[config.mk]
export PLATFORM = sky130hd
export DESIGN_NAME = bit_serializer_flat
export DESIGN_NICKNAME = d
export VERILOG_FILES = /design/src/rtl/bit_serializer_if.sv /design/src/rtl/bit_serializer.sv /design/src/flat_wrapper.sv
export SDC_FILE = /design/constraint.sdc
export NUM_CORES = 1
export LEC_CHECK = 0
export BUFFER_PORTS_ARGS = -buffer_cell sky130_fd_sc_hd__buf_2
export CAP_MARGIN = 10
export CORE_MARGIN = 8
export CORE_UTILIZATION = 34
export CTS_BUF_LIST = sky130_fd_sc_hd__clkbuf_16
export DETAILED_ROUTE_END_ITERATION = 12
export HOLD_SLACK_MARGIN = 0.03
export PLACE_DENSITY = 0.63
export REMOVE_ABC_BUFFERS = 1
export SYNTH_ARGS = -nofsm -noshare
export SYNTH_HDL_FRONTEND = slang
export SYNTH_SLANG_ARGS = --single-unit
export TNS_END_PERCENT = 10
[constraint.sdc]
create_clock -name clk -period 1.8 [get_ports clk]
set_input_delay 0.09 -clock clk [delete_from_list [all_inputs] [get_ports clk]]
set_output_delay 0.09 -clock clk [all_outputs]
set_load 0.005 [all_outputs]
[src/rtl/bit_serializer_if.sv]
// bit_serializer_if: load handshake, stall and serial-stream signals of the bit serializer.
interface bit_serializer_if #(parameter int WIDTH = 8);
  logic             load_valid;
  logic             load_ready;
  logic [WIDTH-1:0] data_in;
  logic             hold;
  logic             x;
  logic             x_valid;
  logic             done;
  modport master (output load_valid, data_in, hold, input load_ready, x, x_valid, done);
  modport slave  (input load_valid, data_in, hold, output load_ready, x, x_valid, done);
endinterface

[src/rtl/bit_serializer.sv]
// bit_serializer: MSB-first parallel-to-serial stream with done pulse.
// Define BIT_SERIALIZER_PARITY_EN to append an even-parity bit to each word.
module bit_serializer #(
  parameter int WIDTH = 8
) (
  input logic              clk,
  input logic              reset,
  bit_serializer_if.slave  bus
);
  localparam int CW = $clog2(WIDTH + 1);
`ifdef BIT_SERIALIZER_PARITY_EN
  typedef enum logic [1:0] {IDLE, SHIFT, PARITY} state_t;
  logic p, p_nx;
`else
  typedef enum logic [1:0] {IDLE, SHIFT} state_t;
`endif
  state_t           state, state_nx;
  logic [WIDTH-1:0] sr, sr_nx;
  logic [CW-1:0]    cnt, cnt_nx;
  logic             done_q, done_nx;
  always_ff @(posedge clk or negedge reset)
    if (!reset) begin
      state  <= IDLE;
      sr     <= '0;
      cnt    <= '0;
      done_q <= 1'b0;
`ifdef BIT_SERIALIZER_PARITY_EN
      p      <= 1'b0;
`endif
    end else begin
      state  <= state_nx;
      sr     <= sr_nx;
      cnt    <= cnt_nx;
      done_q <= done_nx;
`ifdef BIT_SERIALIZER_PARITY_EN
      p      <= p_nx;
`endif
    end
  // load_ready is high exactly in IDLE, so load_valid alone completes the handshake there
  always_comb begin
    state_nx = state;
    sr_nx    = sr;
    cnt_nx   = cnt;
    done_nx  = 1'b0;
`ifdef BIT_SERIALIZER_PARITY_EN
    p_nx     = p;
`endif
    if (state == IDLE && bus.load_valid) begin
      state_nx = SHIFT;
      sr_nx    = bus.data_in;
      cnt_nx   = CW'(WIDTH);
`ifdef BIT_SERIALIZER_PARITY_EN
      p_nx     = ^bus.data_in;
`endif
    end else if (state == SHIFT && !bus.hold) begin
      sr_nx  = sr << 1;
      cnt_nx = cnt - 1'b1;
      if (cnt == CW'(1)) begin
`ifdef BIT_SERIALIZER_PARITY_EN
        state_nx = PARITY;
`else
        state_nx = IDLE;
        done_nx  = 1'b1;
`endif
      end
    end
`ifdef BIT_SERIALIZER_PARITY_EN
    else if (state == PARITY && !bus.hold) begin
      state_nx = IDLE;
      done_nx  = 1'b1;
    end
`endif
  end
  assign bus.load_ready = state == IDLE;
  assign bus.x_valid    = state != IDLE;
  assign bus.done       = done_q;
`ifdef BIT_SERIALIZER_PARITY_EN
  assign bus.x = state == SHIFT ? sr[WIDTH-1] : state == PARITY ? p : 1'b0;
`else
  assign bus.x = state == SHIFT ? sr[WIDTH-1] : 1'b0;
`endif
endmodule

[src/flat_wrapper.sv]
// flat-port wrapper written by rule: the top's interface ports become plain ports
module bit_serializer_flat 
#(
  parameter int WIDTH = 8
)
  (clk, reset, bus_load_valid, bus_data_in, bus_hold, bus_load_ready, bus_x, bus_x_valid, bus_done);
  bit_serializer_if #(.WIDTH(WIDTH)) bus_i ();
  input logic clk;
  input logic reset;
  input wire logic [$bits(bus_i.load_valid)-1:0] bus_load_valid;
  input wire logic [$bits(bus_i.data_in)-1:0] bus_data_in;
  input wire logic [$bits(bus_i.hold)-1:0] bus_hold;
  output wire logic [$bits(bus_i.load_ready)-1:0] bus_load_ready;
  output wire logic [$bits(bus_i.x)-1:0] bus_x;
  output wire logic [$bits(bus_i.x_valid)-1:0] bus_x_valid;
  output wire logic [$bits(bus_i.done)-1:0] bus_done;
  assign bus_i.load_valid = bus_load_valid;
  assign bus_i.data_in = bus_data_in;
  assign bus_i.hold = bus_hold;
  assign bus_load_ready = bus_i.load_ready;
  assign bus_x = bus_i.x;
  assign bus_x_valid = bus_i.x_valid;
  assign bus_done = bus_i.done;
  bit_serializer #(.WIDTH(WIDTH)) u_core (.clk(clk), .reset(reset), .bus(bus_i));
endmodule
; Yosys cells after proc, flatten, opt, wreduce, memory -nomap -nowiden
; Cells that the tools add are included.
[op_classes]
n_reduce_logical = 8
muxes = 11
n_eq_ne = 2
addsub = 1
[op_table]
columns = operator, count
row1 = two-way mux 8 bit, 2
row2 = two-way mux 4 bit, 2
row3 = two-way mux 2 bit, 3
row4 = nonzero test 2 bit, 3
row5 = "== test 4 x 1 -> 1 bit, second input constant", 1
row6 = two-way mux 1 bit, 4
row7 = "subtractor 4 x 1 -> 4 bit, second input constant", 1
row8 = "== test 2 x 1 -> 1 bit, second input constant", 1
row9 = logical AND 1 bit, 2
row10 = logical NOT 2 bit, 1
row11 = AND reduction 2 bit, 1
row12 = logical NOT 1 bit, 1
[totals]
word_cells = 26
inputBits = 12
out_inout_bits = 4
register_bits = 15

; Depth between registers and ports, before layout
[logic_depth]
ltp_word = 4
ltp_mapped = 5
mapped_depth_nobuf = 5

; Least setup slack after synthesis
; No wires, ideal clock.
[synth_timing]
kind = register to register
from = register u_core.state[0]
to = register u_core.sr[0]
arrival_ns = 0.964
slack_ns = 0.715
required_ns = 1.678
setup_ns = 0.122
stages_incl_launch_ff = 4
cell_sequence = dfrtp_1 nor2_2 a21o_1 a32o_1
[synth_via]
elab_chain_cells = 3
[synth_lines]
columns = element, line_no
row1 = start: declaration, bit_serializer.sv:17  ; state_t state, state_nx;
row2 = start signal: assignment, bit_serializer.sv:31  ; state <= state_nx;
row3 = == test 2 x 1 -> 1 bit or logical NOT 2 bit (tied branches), "bit_serializer.sv:55, bit_serializer.sv:48"
row4 = "logical AND 1 bit, on equally long branches", "bit_serializer.sv:55, bit_serializer.sv:48"
row5 = nonzero test 2 bit (no line) or two-way mux 8 bit (tied branches), -
row6 = end signal: assignment, bit_serializer.sv:32  ; sr <= sr_nx;
row7 = end: declaration, bit_serializer.sv:18  ; logic [WIDTH-1:0] sr, sr_nx;
; Parallel ways exist; a longest one is shown, timed or not.
; A chain may end at the register's enable or synchronous reset.

; Worst setup path after layout
; Ends and elaborated chain as after synthesis.

==> results.toml <==
[run_status]
status = "completed"

[timing]
final.setup.tns_ps = 0
min_period_ps = 1370
drv_slew = 0
max_freq_mhz = 729
final-setup-viol-count = 0
post-route-period-util_pct = 76.2
worst_slew_margin_rel_pct = 64.5
skew_ps = 1.23
setup_slack_ps = 428
worst_pin_slew_ps = 532
hold_violations = 0
whs_ps = 97.2
rsz0062_at_grt = "false"

[route]
wl_per_cell_um = 13.3
dr.pass1.iters = 2
drtAntennaViolNets = 0
vias_per_cell = 4.82
drt_iter0_drc = 3
via_count = 525
drcViolationCount = 0
drt_wl_total_um = 1450

[logic_synthesis]
ys_top_cells_by_count = "dfrtp_1, a21oi_1, inv_1"
synthFlopType = "dfrtp_1"
yosysMostFrequentCell = "dfrtp_1"
synth-async-reset-ratio_pct = 100
synth_top_cell_by_area = "dfrtp_1"
yosysSeqAreaShare_pct = 49.9
yosysWarnings = 0
synth_cells = 66
synth_edf_count = 0
synth_area_leaders = "dfrtp_1, a21oi_1, o22ai_1"
synth_cell_types = 23
syn_area_um2 = 702
ys_ff_latch = 14
syn_avg_cell_area_um2 = 10.6
yosys.area.top_type_share_pct = 49.9

[clock_network]
htree_levels = 1
post_cts_resized = 0
numCtsBuffers = 3
clock_path_buffers = 2
cts_tree = "yes"
clk_pin_slew_ps = 40
numClockSinks = 14
clockRootBuffer = "clkbuf_16"
insertion_delay_ps = 240

[floorplanning]
start_util_pct = 35.8
dieArea_um2 = 3770
rows = 16
ios = 16
die_w_um = 61.4
die_y_um = 61.4
coreArea_um2 = 1960

[global_route]
grt_max_degree = 18
grt_overflow_total = 0
grt_use_total_pct = 9.54
antenna_found_initial = 0
grt_pass1_wl_um = 2460
grt_pass1_vias = 541

[cells_and_area]
antenna_cells = 0
final_nets = 98
multi_input_area_um2 = 300
final_util_pct = 44.6
syn2layout_area_growth_pct = 24.6
final-instance-count-excl-fill = 109
drive_above_1_share_pct = 25.6
seqCellArea_um2 = 350
fill_cells = 203

[worst_setup_path]
critPathMaxFanout = 17
critPathLaunchType = "register"
cp.arrival_ps = 1500
crit_type = "register to register"
cp-end-kind = "register"
r2r_slack_ps = 430
required_ps = 1930

[placed_design]
numPortBuffers = 15
dp_hpwl_um = 1050
gp_congestion = 0.736
place_inst = 105
dp_worst_setup_slack_ps = 435

[pwr]
p_seq_share_pct = 42.1
internal_power_mw = 0.934
vdd_ir_drop_max_uv = 710
power_frac_comb_pct = 27.8
p_clk_share_pct = 30.2
powerDensity_nw_per_um2 = 1550
p_leak_nw = 0.423
p_switching_mw = 0.424
sw_frac_of_total_pct = 31.2

[flow_run]
drv_cap = 0

[worst_hold_path]
hp-class = "input pin to register"
## final timing paths
path / start / depth (start not counted) / end
setup / recovery: u_core.state[0] / 3 / u_core.sr[0]
hold / removal: bus_data_in[0] / 2 / u_core.sr[0]
setup reg to reg: u_core.state[0] / 3 / u_core.sr[0]
hold reg to reg: u_core.sr[0] / 1 / u_core.sr[0]
max in group asynchronous: reset / 2 / u_core.cnt[0]
min in group asynchronous: reset / 2 / u_core.cnt[1]
## cell usage in the layout, fill, tap and decap left out
cell	instances
buf_2	15
dlygate4sd3_1	1
a211oi_1	3
nor2b_1	3
xnor2_1	1
nand2b_4	1
o22ai_1	5
nand2_1	1
inv_1	8
o2bb2ai_1	1
ha_1	2
a32o_1	1
clkbuf_16	3
nor2_1	2
nor4b_4	1
and2_1	1
mux2i_1	3
nor4_1	1
dfrtp_1	14
nor2_2	1
nor3_1	1
a21oi_1	9
a21o_1	2
nand2b_1	2
## cells by family (layout without fill, tap and decap cells)
| group | Yosys count | in the layout | synth area share (%) |
|---|---|---|---|
| buf+inv | 11 | 27 | 7.31 |
| xor+xnor | 1 | 1 | 1.25 |
| simple gates | 14 | 14 | 14.8 |
| flops | 14 | 14 | 49.9 |
| compound gates | 21 | 21 | 18.9 |
| mux | 3 | 3 | 4.28 |
| fa+ha+maj | 2 | 2 | 3.56 |
## flip-flops by register name (all words and copies together), names as in the netlist
register         count
u_core.sr            8
u_core.state         1
u_core.cnt           4
u_core.bus.done      1
## power by group through the flow
| stage | Clock [mW] | Sequential [mW] | Combinational, mW |
|---|---|---|---|
| global route | 0.438 | 0.592 | 0.438 |
| floorplan | 0 | 0.545 | 0.283 |
| CTS | 0.423 | 0.571 | 0.385 |
| detailed placement | 0 | 0.573 | 0.383 |
| global placement | 0 | 0.568 | 0.374 |
| finish | 0.410 | 0.572 | 0.377 |
## what timing repair did
action | 4_1_cts | 5_1_grt
setup buffers | 0 | 0
hold endpoints to repair | 14 | 0
hold buffers | 1 | 0
## cell type report
class / count / area share, %
sequential: 14 / 40.1
multi-input combinational: 41 / 34.3
timing repair buffer: 16 / 9.73
clock buffer: 3 / 8.58
tap: 27 / 3.86
inverter: 8 / 3.43
## layer usage
layer  up-vias  global-route usage [%]  part of all wire (%)
met5         -                       0                     0
met4         0                    8.77                   4.7
met3         5                    4.59                   5.0
met2        11                    13.0                    44
met1       246                    10.6                    46
li1        263                       -                     -
## per-stage QoR
step	power [mW]	cell area, µm²
2_1_floorplan	0.828	681
3_3_place_gp	0.942	790
3_5_place_dp	0.957	790
4_1_cts	1.38	875
5_1_grt	1.47	875
6_report	1.36	875
## worst max-delay path: stages, from the launching register on
cell     delay [ps]
dfrtp_1         670
nor2_2          120
a21o_1          250
a32o_1          220
Power figures use the tool's default switching activity.
